$ cat src/rtl/reg_bank_arbiter_pkg.sv
// Shared types and sizes for the two-requester register bank arbiter and its bench.
// Holds the FSM encoding, default dimensions and the write-counter width.
package reg_bank_arbiter_pkg;

   localparam int WIDTH_DEF = 8;
   localparam int DEPTH_DEF = 4;
   localparam int ADDR_W    = 2;
   localparam int CNT_W     = 8;

   typedef enum logic [1:0] {
      IDLE  = 2'd0,
      WRITE = 2'd1,
      ACK   = 2'd2
   } state_t;

   // Lone requester wins outright; on contention the round-robin pointer decides.
   function automatic logic pick_winner(input logic r0, input logic r1, input logic rr);
      return (r0 && r1) ? rr : ~r0;
   endfunction

endpackage

$ cat src/rtl/reg_bank_arbiter_if.sv
// Requester, read-port and status signals of the register bank arbiter.
// Master drives requests and read index; slave returns grants, read data and status.
interface reg_bank_arbiter_if #(
   parameter int WIDTH = reg_bank_arbiter_pkg::WIDTH_DEF
);
   import reg_bank_arbiter_pkg::*;

   logic              req0;
   logic [ADDR_W-1:0] addr0;
   logic [WIDTH-1:0]  data0;
   logic              req1;
   logic [ADDR_W-1:0] addr1;
   logic [WIDTH-1:0]  data1;
   logic              gnt0;
   logic              gnt1;
   logic [ADDR_W-1:0] rd_addr;
   logic [WIDTH-1:0]  rd_data;
   logic              busy;
   logic [CNT_W-1:0]  wr_count;

   modport master (
      output req0, addr0, data0, req1, addr1, data1, rd_addr,
      input  gnt0, gnt1, rd_data, busy, wr_count
   );

   modport slave (
      input  req0, addr0, data0, req1, addr1, data1, rd_addr,
      output gnt0, gnt1, rd_data, busy, wr_count
   );

endinterface

$ cat src/rtl/reg_bank.sv
// DEPTH x WIDTH register file: synchronous clear and write, combinational read.
// Write lands at the clock edge; clear overrides any write in the same cycle.
module reg_bank #(
   parameter int WIDTH = 8,
   parameter int DEPTH = 4,
   parameter int AW    = $clog2(DEPTH)
) (
   input  logic             clk,
   input  logic             clear,
   input  logic             wr_en,
   input  logic [AW-1:0]    wr_addr,
   input  logic [WIDTH-1:0] wr_data,
   input  logic [AW-1:0]    rd_addr,
   output logic [WIDTH-1:0] rd_data
);

   logic [WIDTH-1:0] regs [DEPTH];

   always_ff @(posedge clk) begin
      if (clear) begin
         for (int i = 0; i < DEPTH; i++) begin
            regs[i] <= '0;
         end
      end else if (wr_en) begin
         regs[wr_addr] <= wr_data;
      end
   end

   assign rd_data = regs[rd_addr];

endmodule

$ cat src/rtl/reg_bank_arbiter.sv
// Round-robin arbiter for two four-phase writers into a register bank; grant two edges after request.
// While busy, new requests are held off until IDLE; the winner keeps its grant until it drops req.
module reg_bank_arbiter
   import reg_bank_arbiter_pkg::*;
#(
   parameter int WIDTH = WIDTH_DEF,
   parameter int DEPTH = DEPTH_DEF
) (
   input  logic              clk,
   input  logic              clear,
   reg_bank_arbiter_if.slave bus
);

   state_t            state;
   state_t            next_state;
   logic              sel;
   logic              rr;
   logic              win;
   logic              sel_req;
   logic              wr_en;
   logic              gnt0;
   logic              gnt1;
   logic [ADDR_W-1:0] lat_addr;
   logic [WIDTH-1:0]  lat_data;
   logic [WIDTH-1:0]  rd_data;
   logic [CNT_W-1:0]  wr_count;

   assign win     = pick_winner(bus.req0, bus.req1, rr);
   assign sel_req = sel ? bus.req1 : bus.req0;
   assign wr_en   = (state == WRITE);

   always_ff @(posedge clk) begin
      if (clear) begin
         state <= IDLE;
      end else begin
         state <= next_state;
      end
   end

   always_comb begin
      next_state = state;
      case (state)
         IDLE:    if (bus.req0 || bus.req1) next_state = WRITE;
         WRITE:   next_state = ACK;
         ACK:     if (!sel_req) next_state = IDLE;
         default: next_state = IDLE;
      endcase
   end

   // Grants follow the next state so they coincide exactly with the ACK cycles.
   always_ff @(posedge clk) begin
      if (clear) begin
         sel      <= 1'b0;
         rr       <= 1'b0;
         lat_addr <= '0;
         lat_data <= '0;
         gnt0     <= 1'b0;
         gnt1     <= 1'b0;
         wr_count <= '0;
      end else begin
         if (state == IDLE && (bus.req0 || bus.req1)) begin
            sel      <= win;
            rr       <= ~win;
            lat_addr <= win ? bus.addr1 : bus.addr0;
            lat_data <= win ? bus.data1 : bus.data0;
         end
         if (state == WRITE) begin
            wr_count <= wr_count + 1'b1;
         end
         gnt0 <= (next_state == ACK) && !sel;
         gnt1 <= (next_state == ACK) && sel;
      end
   end

   reg_bank #(
      .WIDTH (WIDTH),
      .DEPTH (DEPTH),
      .AW    (ADDR_W)
   ) u_bank (
      .clk     (clk),
      .clear   (clear),
      .wr_en   (wr_en),
      .wr_addr (lat_addr),
      .wr_data (lat_data),
      .rd_addr (bus.rd_addr),
      .rd_data (rd_data)
   );

   assign bus.gnt0     = gnt0;
   assign bus.gnt1     = gnt1;
   assign bus.rd_data  = rd_data;
   assign bus.busy     = (state != IDLE);
   assign bus.wr_count = wr_count;

endmodule

$ cat src/flat_wrapper.sv
// flat-port wrapper written by rule: the top's interface ports become plain ports
module reg_bank_arbiter_flat import reg_bank_arbiter_pkg::*;
#(
   parameter int WIDTH = WIDTH_DEF,
   parameter int DEPTH = DEPTH_DEF
)
  (clk, clear, bus_req0, bus_addr0, bus_data0, bus_req1, bus_addr1, bus_data1, bus_rd_addr, bus_gnt0, bus_gnt1, bus_rd_data, bus_busy, bus_wr_count);
  reg_bank_arbiter_if #(.WIDTH(WIDTH)) bus_i ();
  input  logic clk;
  input  logic clear;
  input wire logic [$bits(bus_i.req0)-1:0] bus_req0;
  input wire logic [$bits(bus_i.addr0)-1:0] bus_addr0;
  input wire logic [$bits(bus_i.data0)-1:0] bus_data0;
  input wire logic [$bits(bus_i.req1)-1:0] bus_req1;
  input wire logic [$bits(bus_i.addr1)-1:0] bus_addr1;
  input wire logic [$bits(bus_i.data1)-1:0] bus_data1;
  input wire logic [$bits(bus_i.rd_addr)-1:0] bus_rd_addr;
  output wire logic [$bits(bus_i.gnt0)-1:0] bus_gnt0;
  output wire logic [$bits(bus_i.gnt1)-1:0] bus_gnt1;
  output wire logic [$bits(bus_i.rd_data)-1:0] bus_rd_data;
  output wire logic [$bits(bus_i.busy)-1:0] bus_busy;
  output wire logic [$bits(bus_i.wr_count)-1:0] bus_wr_count;
  assign bus_i.req0 = bus_req0;
  assign bus_i.addr0 = bus_addr0;
  assign bus_i.data0 = bus_data0;
  assign bus_i.req1 = bus_req1;
  assign bus_i.addr1 = bus_addr1;
  assign bus_i.data1 = bus_data1;
  assign bus_i.rd_addr = bus_rd_addr;
  assign bus_gnt0 = bus_i.gnt0;
  assign bus_gnt1 = bus_i.gnt1;
  assign bus_rd_data = bus_i.rd_data;
  assign bus_busy = bus_i.busy;
  assign bus_wr_count = bus_i.wr_count;
  reg_bank_arbiter #(.WIDTH(WIDTH), .DEPTH(DEPTH)) u_core (.clk(clk), .clear(clear), .bus(bus_i));
endmodule
$ cat config.mk
export PLATFORM = sky130hd
export DESIGN_NAME = reg_bank_arbiter_flat
export DESIGN_NICKNAME = d
export VERILOG_FILES = /design/src/rtl/reg_bank_arbiter_pkg.sv /design/src/rtl/reg_bank_arbiter_if.sv /design/src/rtl/reg_bank.sv /design/src/rtl/reg_bank_arbiter.sv /design/src/flat_wrapper.sv
export SDC_FILE = /design/constraint.sdc
export NUM_CORES = 1
export LEC_CHECK = 0
export CORE_AREA = 2 2 98 53
export CTS_BUF_LIST = sky130_fd_sc_hd__clkbuf_8
export DETAILED_ROUTE_END_ITERATION = 10
export DIE_AREA = 0 0 100 55
export HOLD_SLACK_MARGIN = 0.05
export PLACE_DENSITY = 0.86
export SYNTH_ARGS = -nofsm -noshare
export SYNTH_HDL_FRONTEND = slang
export SYNTH_SLANG_ARGS = --single-unit
$ cat constraint.sdc
create_clock -name clk -period 2.7 [get_ports clk]
set_input_delay 0.405 -clock clk [delete_from_list [all_inputs] [get_ports clk]]
set_output_delay 0.405 -clock clk [all_outputs]
set_load 0.01 [all_outputs]
==> flow_metrics.tcl, run 1 <==
set metrics [dict create \
    status "completed" \
    routedWlPerCell_um 16.0 \
    grt_pass1_wl_mm 7.76 \
    holdPathStages 1 \
    clk_pin_slew_ps 90 \
    cts_tree "built" \
    p_switching_w 0.000391 \
    synth_top_family_by_area "simple AND/OR/NAND/NOR gates" \
    synth_edf_count 32 \
    finalMaxSlewViolations 0 \
    hold_buffers 0 \
    wirelength_mm 4.96 \
    finalHoldViolations 0 \
    dr.pass1.iters 7 \
    portBuffers 44 \
    cp_common_cell "clkdlybuf4s50_1" \
    grt_pass1_vias 1564 \
    worst_slew_pin_slew_ps 526 \
    internal-power_w 0.00125 \
    end_kind "output port" \
    yosys-mux-area-fraction 0.0816 \
    num_rows 18 \
    dp_hpwl_mm 3.73 \
    antenna_cells 0 \
    syn_nets 234 \
    insertion_delay_ps 300 \
    slew_headroom 0.648 \
    crit_path_start_kind "input port" \
    n_fill_cell 383 \
    area_growth_syn_to_layout_pct 23.9 \
    postCtsSetupBuffers 0 \
    die_w_um 100 \
    fin_crit_sh 0.918 \
    crit_path_max_fanout 8 \
    path_cells "clkdlybuf4s50_1 -> buf_12 -> mux4_2 -> clkdlybuf4s50_1" \
    setup_viol_count_final 0 \
    yosysTopAreaCell "edfxtp_1" \
    post_cts_resized 0 \
    swShare 0.238 \
    netlist_area_um2 2470 \
    crit_arrival_ps 2070 \
    synth_flop_cell "edfxtp_1" \
    p_clk_frac 0.258 \
    synthAdderAreaFrac 0.00507 \
    path_buf_inv 3 \
    drt_iter0_drc 71 \
    avgSynthCellArea_um2 11.9 \
    yosys.area_share.simple 0.217 \
    cts-root-buf "clkbuf_8" \
    route.antenna.remaining_nets 0 \
    finalCriticalPeriod_ps 2480 \
    hold_end "u_core.bus.gnt0" \
    p_seq_frac 0.601 \
    final_cell_mix "44 x clkdlybuf4s50_1, 32 x and2_1, 32 x edfxtp_1" \
    synth_cells 207 \
    drc 0 \
    avgViaCountPerCell 5.54 \
    cts_buffer_depth 2 \
    num_vias 1724 \
    synthTopCellsByArea "edfxtp_1 39%, dfxtp_1 19%, and2_1 8.1%, mux4_2 7.3%, nand3_1 4.3%" \
    yosysUniqueCellTypes 35 \
    fmax_mhz 404 \
    finalClockSkew_ps 7.82 \
    fin_setup_tns_ps 0 \
    critPathSlowestCell "clkdlybuf4s50_1" \
    reg2reg_depth 3 \
    antenna_found_initial 0 \
    hold_class "flip-flop to flip-flop" \
    critPathTopFamily "buffers and inverters" \
    crit_start "bus_rd_addr[0]" \
    layout_commonest_cell "clkdlybuf4s50_1" \
    gp_congestion 0.793 \
    reg2reg_from "u_core.state[0]" \
    io_pins 45 \
    ir_worst_vdd_v 0.000261 \
    cts_made_buffers 5 \
    initial_utilization 0.527 \
    grt.overflow.total 0 \
    rsz0062_at_grt "false" \
    r2r_end "u_core.u_bank.regs[0][6]" \
    drive_gt1_frac 0.108 \
    ys_warn_count 0 \
    p_comb_frac 0.142 \
    h-tree-depth 2 \
    r2r_slack_ps 950 \
    min_from "u_core.sel" \
    synth_compound_area_frac 0.0785 \
    die_area_um2 5500 \
    max_cap_viol_count 0 \
    yosysTopAreaCellShare 0.389 \
    worst_hold_slack_ps 495 \
    synth_xor_area_frac 0.00709 \
    die_y_um 55 \
    core_area_um2 4680 \
    worstPathRequired_ps 2300 \
    p_leak_nw 1.07 \
    p_per_area_nw_per_um2 537 \
    ys_ff_latch 56 \
    synth_seq_area_share 0.584 \
    cpPeakStageDelay_ps 510 \
    grt_max_degree 29 \
    layout.nets 277 \
    worstSetupPathType "input port to output port" \
    synthArstFlopShare 0 \
    grt.total_usage 0.194 \
    numClockSinks 56 \
]
-- through the flow --
step	instance area (µm²)	std cells	setup WS, ps	utilization	total power, W
floorplan	2470	207	1100	-	0.00112
global placement	2980	303	253	0.635	0.00123
detailed placement	2980	303	223	0.635	0.00124
CTS	3060	311	213	0.653	0.00165
global route	3060	311	184	0.653	0.00171
finish	3060	311	223	0.653	0.00164
-- worst max-delay path by stage --
stage,slack [ps],depth (start not counted),end
after floorplan,1100,2,bus_rd_data[0]
after global placement,250,4,bus_rd_data[0]
after detailed placement,220,4,bus_rd_data[2]
after CTS,210,4,bus_rd_data[2]
after global routing,180,4,bus_rd_data[2]
final,220,4,bus_rd_data[2]
-- power by group through the flow --
stage,Combinational [W],Sequential (W),Clock (W)
6_report,0.000233,0.000987,0.000423
3_3_place_gp,0.000227,0.00100,0
3_5_place_dp,0.000232,0.00101,0
5_1_grt,0.000254,0.000994,0.000461
2_1_floorplan,0.000129,0.000992,0
4_1_cts,0.000233,0.000987,0.000429
-- layer usage --
layer	global-route usage	wire, µm	up-vias
met1	0.279	2540	807
met2	0.279	2010	61
li1	-	-	850
met5	0	0	-
met3	0.0616	353	6
met4	0.0639	61	0
-- logic make-up (layout without fill, tap and decap cells) --
family / Yosys count / count (layout)
DFF: 56 / 56
muxes: 10 / 10
AOI/OAI and AO/OA: 35 / 35
and+or+nand+nor: 88 / 88
buffers and inverters: 15 / 59
xor gates and xnor gates: 2 / 2
adders and majority gates: 1 / 1
-- cell type report --
cell class	instances	area, µm²	area share
well taps	60	75.1	0.0245
clock buffers	5	68.8	0.0225
flip-flops and latches	56	1440	0.471
repair buffers	49	490	0.160
clock inverters	3	13.8	0.00450
inverters	2	7.51	0.00245
multi-input cells	136	962	0.315
-- state kept, by name (all words and copies together), names as in the netlist --
name / count
u_core.u_bank.regs: 32
u_core.bus.wr_count: 8
u_core.lat_data: 8
u_core.lat_addr: 2
u_core.state: 2
u_core.bus.gnt0: 1
u_core.bus.gnt1: 1
u_core.rr: 1
u_core.sel: 1
-- synth_stat cells (3+ instances only) --
cell type  number
and2_1         32
edfxtp_1       32
dfxtp_1        24
nand3_1        21
o21ai_0        14
a31oi_1        10
a21oi_1         9
mux4_2          8
buf_2           5
clkbuf_1        5
nor2_1          5
nand2b_1        4
or3_1           4
nand2_1         3
nor3b_1         3
or2_2           3
Power figures use the tool's default switching activity.
==> run 2: changes to the inputs <==
- HOLD_SLACK_MARGIN: 0.05 -> 0.03
==> results of run 2 <==
Same layout as run 1: the final DEF is identical, and so are final timing and power.
==> run 3: changes to the inputs <==
- HOLD_SLACK_MARGIN: 0.03 -> 0.02
==> results of run 3 <==
Same layout as run 1: the final DEF is identical, and so are final timing and power.
